==> config.mk <==
export PLATFORM = sky130hd
export DESIGN_NAME = alu_control_stage
export DESIGN_NICKNAME = d
export VERILOG_FILES = /design/src/rtl/alu_control_stage_pkg.sv /design/src/rtl/alu_op_decoder.sv /design/src/rtl/alu_control_stage.sv
export SDC_FILE = /design/constraint.sdc
export NUM_CORES = 1
export LEC_CHECK = 0
export CAP_MARGIN = 20
export CORE_ASPECT_RATIO = 1.2
export CORE_MARGIN = 2
export CORE_UTILIZATION = 49
export DETAILED_ROUTE_END_ITERATION = 8
export DONT_BUFFER_PORTS = 1
export GPL_ROUTABILITY_DRIVEN = 0
export HOLD_SLACK_MARGIN = 0.1
export PLACE_DENSITY = 0.73
export REMOVE_ABC_BUFFERS = 1
export SKIP_LAST_GASP = 1
export SLEW_MARGIN = 20
export SYNTH_ARGS = -nofsm -noshare
export SYNTH_HDL_FRONTEND = slang
export SYNTH_HIERARCHICAL = 1
export SYNTH_SLANG_ARGS = --single-unit
==> constraint.sdc <==
create_clock -name clock -period 2 [get_ports clock]
set_clock_uncertainty 0.2 [all_clocks]
set_input_delay 0.2 -clock clock [delete_from_list [all_inputs] [get_ports clock]]
set_output_delay 0.2 -clock clock [all_outputs]
set_load 0.005 [all_outputs]
==> src/rtl/alu_control_stage_pkg.sv <==
`default_nettype none
// ============================================================================
// Module      : alu_control_stage_pkg
// Description : Shared MIPS constants: ALU operator codes, main-control
//               alu_op classes, R-type funct and I-type opcode values, and
//               the decoded-word struct carried through the skid buffer.
//               Also used by the ALU and the main control.
// Revision    : 1.0 - initial release
// ============================================================================
package alu_control_stage_pkg;

    // ALU operator codes
    localparam logic [3:0] c_op_and     = 4'b0000;
    localparam logic [3:0] c_op_or      = 4'b0001;
    localparam logic [3:0] c_op_add     = 4'b0010;
    localparam logic [3:0] c_op_sub     = 4'b0110;
    localparam logic [3:0] c_op_slt     = 4'b0111;
    localparam logic [3:0] c_op_nor     = 4'b1100;
    localparam logic [3:0] c_op_illegal = 4'b1111;

    // Main-control alu_op classes
    localparam logic [1:0] c_aluop_mem    = 2'b00;
    localparam logic [1:0] c_aluop_branch = 2'b01;
    localparam logic [1:0] c_aluop_rtype  = 2'b10;
    localparam logic [1:0] c_aluop_imm    = 2'b11;

    // R-type funct field values
    localparam logic [5:0] c_funct_add  = 6'b100000;
    localparam logic [5:0] c_funct_addu = 6'b100001;
    localparam logic [5:0] c_funct_sub  = 6'b100010;
    localparam logic [5:0] c_funct_subu = 6'b100011;
    localparam logic [5:0] c_funct_and  = 6'b100100;
    localparam logic [5:0] c_funct_or   = 6'b100101;
    localparam logic [5:0] c_funct_nor  = 6'b100111;
    localparam logic [5:0] c_funct_slt  = 6'b101010;

    // I-type opcode values
    localparam logic [5:0] c_opc_addi  = 6'b001000;
    localparam logic [5:0] c_opc_addiu = 6'b001001;
    localparam logic [5:0] c_opc_slti  = 6'b001010;
    localparam logic [5:0] c_opc_andi  = 6'b001100;
    localparam logic [5:0] c_opc_ori   = 6'b001101;

    // One decoded word as held in the output and skid registers
    typedef struct packed {
        logic [3:0] operator;
        logic       illegal;
    } alu_word_t;

endpackage : alu_control_stage_pkg
`default_nettype wire

==> src/rtl/alu_op_decoder.sv <==
`default_nettype none
// ============================================================================
// Module      : alu_op_decoder
// Description : Purely combinational ALU control decode.
//   alu_op   [1:0] in  : main-control class (mem/branch/R-type/immediate)
//   funct    [5:0] in  : funct field, meaningful for R-type
//   opcode   [5:0] in  : opcode field, meaningful for immediate class
//   operator [3:0] out : ALU operator code (1111 when undecodable)
//   illegal        out : 1 when no legal operation matched
// Revision    : 1.0 - initial release
// ============================================================================
module alu_op_decoder
    import alu_control_stage_pkg::*;
(
    input  logic [1:0] alu_op,
    input  logic [5:0] funct,
    input  logic [5:0] opcode,
    output logic [3:0] operator,
    output logic       illegal
);

    always_comb begin
        // Default to the illegal encoding; each legal arm overrides it.
        operator = c_op_illegal;
        illegal  = 1'b1;
        case (alu_op)
            c_aluop_mem: begin
                operator = c_op_add;
                illegal  = 1'b0;
            end
            c_aluop_branch: begin
                operator = c_op_sub;
                illegal  = 1'b0;
            end
            c_aluop_rtype: begin
                illegal = 1'b0;
                case (funct)
                    c_funct_add, c_funct_addu: operator = c_op_add;
                    c_funct_sub, c_funct_subu: operator = c_op_sub;
                    c_funct_and:               operator = c_op_and;
                    c_funct_or:                operator = c_op_or;
                    c_funct_nor:               operator = c_op_nor;
                    c_funct_slt:               operator = c_op_slt;
                    default: begin
                        operator = c_op_illegal;
                        illegal  = 1'b1;
                    end
                endcase
            end
            default: begin // c_aluop_imm
                illegal = 1'b0;
                case (opcode)
                    c_opc_addi, c_opc_addiu: operator = c_op_add;
                    c_opc_andi:              operator = c_op_and;
                    c_opc_ori:               operator = c_op_or;
                    c_opc_slti:              operator = c_op_slt;
                    default: begin
                        operator = c_op_illegal;
                        illegal  = 1'b1;
                    end
                endcase
            end
        endcase
    end

endmodule : alu_op_decoder
`default_nettype wire

==> src/rtl/alu_control_stage.sv <==
`default_nettype none
// ============================================================================
// Module      : alu_control_stage
// Description : ALU control decode followed by a two-entry skid buffer
//               (output register + skid register) with a registered
//               in_ready, synchronous flush and a saturating counter of
//               accepted illegal words.
//   clock, reset_n          : clock, asynchronous active-low reset
//   in_valid / in_ready     : upstream handshake (in_ready registered)
//   alu_op, funct, opcode   : decode inputs
//   flush                   : drop all held words at the next edge
//   out_valid / out_ready   : downstream handshake
//   operator, illegal       : decoded word presented downstream
//   err_count               : saturating count of accepted illegal words
// Revision    : 1.0 - initial release
// ============================================================================
module alu_control_stage
    import alu_control_stage_pkg::*;
#(
    parameter int ERR_CNT_WIDTH = 8
) (
    input  logic                     clock,
    input  logic                     reset_n,
    input  logic                     in_valid,
    output logic                     in_ready,
    input  logic [1:0]               alu_op,
    input  logic [5:0]               funct,
    input  logic [5:0]               opcode,
    input  logic                     flush,
    output logic                     out_valid,
    input  logic                     out_ready,
    output logic [3:0]               operator,
    output logic                     illegal,
    output logic [ERR_CNT_WIDTH-1:0] err_count
);

    alu_word_t w_dec;

    alu_op_decoder u_decoder (
        .alu_op   (alu_op),
        .funct    (funct),
        .opcode   (opcode),
        .operator (w_dec.operator),
        .illegal  (w_dec.illegal)
    );

    alu_word_t                r_out_word;
    logic                     r_out_valid;
    alu_word_t                r_skid_word;
    logic                     r_skid_valid;
    logic                     r_in_ready;
    logic [ERR_CNT_WIDTH-1:0] r_err_count;

    logic w_accept;
    logic w_slot_free;
    logic w_store;

    // A handshake counts as an accept even when flush discards the word,
    // so the illegal counter still sees it.
    assign w_accept    = in_valid & r_in_ready;
    assign w_store     = w_accept & ~flush;
    // Output register may be overwritten when empty or being consumed.
    assign w_slot_free = ~r_out_valid | out_ready;

    always_ff @(posedge clock or negedge reset_n) begin
        if (!reset_n) begin
            r_out_word   <= '0;
            r_out_valid  <= 1'b0;
            r_skid_word  <= '0;
            r_skid_valid <= 1'b0;
            r_in_ready   <= 1'b0;
        end else if (flush) begin
            r_out_valid  <= 1'b0;
            r_skid_valid <= 1'b0;
            r_in_ready   <= 1'b1;
        end else if (w_slot_free) begin
            if (r_skid_valid) begin
                // Skid drains first to preserve order; a new word takes its place.
                r_out_word   <= r_skid_word;
                r_out_valid  <= 1'b1;
                r_skid_valid <= w_store;
                r_in_ready   <= ~w_store;
                if (w_store) begin
                    r_skid_word <= w_dec;
                end
            end else begin
                r_out_valid <= w_store;
                r_in_ready  <= 1'b1;
                if (w_store) begin
                    r_out_word <= w_dec;
                end
            end
        end else if (w_store) begin
            // Output stalled: in_ready=1 guarantees the skid is empty here.
            r_skid_word  <= w_dec;
            r_skid_valid <= 1'b1;
            r_in_ready   <= 1'b0;
        end else begin
            r_in_ready <= ~r_skid_valid;
        end
    end

    always_ff @(posedge clock or negedge reset_n) begin
        if (!reset_n) begin
            r_err_count <= '0;
        end else if (w_accept && w_dec.illegal && !(&r_err_count)) begin
            r_err_count <= r_err_count + 1'b1;
        end
    end

    assign in_ready  = r_in_ready;
    assign out_valid = r_out_valid;
    assign operator  = r_out_word.operator;
    assign illegal   = r_out_word.illegal;
    assign err_count = r_err_count;

endmodule : alu_control_stage
`default_nettype wire

==> reports/results.ini <==
[run_status]
status=completed

[critical_path]
worstPathArrival_ns=1.86
cp-start-kind=flip-flop
worst_ep_required_time_ns=1.99
worstSetupPathType=flip-flop to flip-flop
path_max_fanout=4
r2r-start=err_count[0]
crit_start=err_count[0]
cp-end-kind=flip-flop

[power_and_ir_drop]
p_comb_share_pct=24.6
intPower_mw=0.7540
p_leak_nw=0.5694
power.net_switching_mw=0.3501
p_sw_share_pct=31.71
power_frac_seq_pct=57.3
powerDensity_nw_per_um2=819.4
pwr-share-clk_pct=18.1
ir_drop_v=0.0003956

[detailed_routing]
vias=870
antenna_left=0
dr.pass1.iters=4
drtIter0Drc=13
wirelength_um=2332
routed_via_density=5.649
wl_per_cell_um=15.14
drc=0

[global_route]
grt_max_degree=22
overflow=0
grt_usage_pct=19.04
antenna_found_initial=0
grt_pass1_wl_um=3795
grt_pass1_vias=954

[floorplan]
rows=19
core_area_um2=2258
die_height_um=57.07
io-pin-count=34
dieWidth_um=48.22
die_area_um2=2752
initial_core_util_pct=50.91

[logic_synthesis]
synth_top_family_by_area=simple AND/OR/NAND/NOR gates
postSynthRegisterBits=21
synth_area_per_cell_um2=10.95
synth.yosys.seq_area_share_pct=45.70
synth-compound-area-share_pct=12.08
ys_warn_count=6
synthAdderAreaFrac_pct=1.088
syn_inst=105
synthDistinctLibCells=36
synth-simple-area-share_pct=21.44
synth.area.mux_share_pct=14.80
synth-xor-area-share_pct=2.285
netlist_area_um2=1150

[timing]
tightestPinTransition_ns=0.4655
setup_viol=0
rsz0062_at_grt=false
slew_violations=0
post-route-min-period_ns=1.873
worst_slack_ns=0.1272
relSlewSlack_pct=68.97
fmax_mhz=534.0
hold_viol=0
min_period_over_period_pct=93.64

[clock_tree]
cts_tree=yes
cts_buffers=3
insertion_delay_ns=0.30
clock-sinks=21
cts_max_path_buffers=2
clkTransAtPathRegs_ns=0.12
root_buffer=clkbuf_4
htree_num_levels=1

[cells_and_area]
synthToLayoutAreaGrowth_pct=17.19
register_area_um2=525.5
fill_cells=205
diodes=0
final_common_cell=dfrtp_1
drive_gt1_share_pct=17.89
nets=144
postLayoutCoreUtil_pct=59.67
mostFrequentLayoutCells=dfrtp_1, dlygate4sd3_1, nor2_1, nand2_1, a21oi_1
multi_input_area_um2=600.6

[placement]
place_hpwl_um=1667
dp_slack_ns=-0.02017
port_buffers=0

[hold_path]
min_from=funct[2]
hp-class=input pin to flip-flop

[flow_run]
maxCapViolations=0

critical path, stage by stage (launching register included):
cell and delay (ns):
dfrtp_1 0.45, ha_1 0.24, nand3_1 0.13, o21ai_0 0.36, mux2_2 0.38
sequential cells by signal, indices dropped and copies added, names as in the netlist:
register,count
illegal,1
operator,4
r_skid_valid,1
in_ready,1
err_count,8
r_skid_word,5
out_valid,1
routing by layer:
layer  part of all wire [%]  track usage (%)
met1                     37            19.92
met2                     55            33.27
met3                    6.0            3.165
met4                    2.0            10.81
met5                      0                0
power groups by stage:
stage / logic (mW) / registers, mW / clock network (mW)
floorplan: 0.179 / 0.625 / 0
global placement: 0.231 / 0.639 / 0
detailed placement: 0.241 / 0.641 / 0
CTS: 0.272 / 0.633 / 0.205
global route: 0.309 / 0.649 / 0.219
finish: 0.272 / 0.632 / 0.200
through the flow:
| stage | TNS (ns) | hold slack [ns] | cells | instance area [um2] | total power [mW] |
|---|---|---|---|---|---|
| 2_1_floorplan | 0 | -0.2956 | 103 | 1127 | 0.8035 |
| 3_5_place_dp | -0.02017 | -0.2951 | 137 | 1189 | 0.8818 |
| 6_report | 0 | 0.1093 | 154 | 1348 | 1.104 |
| 5_1_grt | 0 | 0.1090 | 154 | 1348 | 1.178 |
| 4_1_cts | 0 | 0.1078 | 153 | 1336 | 1.111 |
| 3_3_place_gp | 0 | -0.2951 | 137 | 1189 | 0.8697 |
area by class of cell:
cell class,count,area share [%]
Multi-Input combinational cell,80,44.57
Tap cell,31,2.878
Clock buffer,3,1.671
Sequential cell,21,39.00
Inverter,2,0.5571
Clock inverter,1,0.3714
Timing Repair Buffer,16,10.96
repair_timing:
item	CTS	global route
hold endpoints to repair	33	21
setup endpoints to repair	0	1
gates resized for setup	0	1
setup buffers	0	0
hold buffers	12	1
cells in the mapped netlist:
cell	count	area, um2
xnor2_1	1	8.760
o21ai_0	3	15.01
a2111oi_4	1	27.53
nor2b_4	1	13.76
nand3b_1	1	7.510
nand2b_1	3	18.77
a31oi_1	1	6.260
or2_1	1	6.260
nor2_1	10	37.54
a221oi_1	1	8.760
nand3_1	3	15.01
nor3_2	1	10.01
buf_6	2	22.52
dfrtp_1	21	525.5
xor2_1	2	17.52
a2bb2oi_1	1	8.760
nand4_1	3	18.77
nand4bb_1	1	11.26
o31a_1	1	8.760
mux2_4	5	75.07
and3b_1	1	8.760
ha_1	1	12.51
mux2_2	4	45.04
a21oi_1	9	45.04
and4_1	1	8.760
o21ai_1	1	5.000
and3_1	1	6.260
or3_1	1	6.260
o21a_1	1	7.510
o22ai_1	1	6.260
nand2_1	10	37.54
nor4b_4	1	23.77
and2_1	1	6.260
inv_1	2	7.510
nor3_1	2	10.01
mux2i_1	5	50.05
cells by family (layout without fill, tap and decap cells):
family / after synthesis / after routing
and+or+nand+nor: 42 / 42
DFF: 21 / 21
AOI/OAI and AO/OA: 20 / 20
muxes: 14 / 14
buffers and inverters: 4 / 22
xor gates and xnor gates: 3 / 3
adders and majority gates: 1 / 1
final timing paths:
| check | end | slack (ns) | depth (start not counted) |
|---|---|---|---|
| max in group asynchronous | err_count[1] | 1.11 | 2 |
| min reg2reg | r_skid_word[2] | 0.33 | 1 |
| max | err_count[1] | 0.13 | 4 |
| min | operator[3] | 0.11 | 4 |
| max reg2reg | err_count[1] | 0.13 | 4 |
| min in group asynchronous | r_skid_word[3] | 0.17 | 2 |
Power figures use the tool's default switching activity.
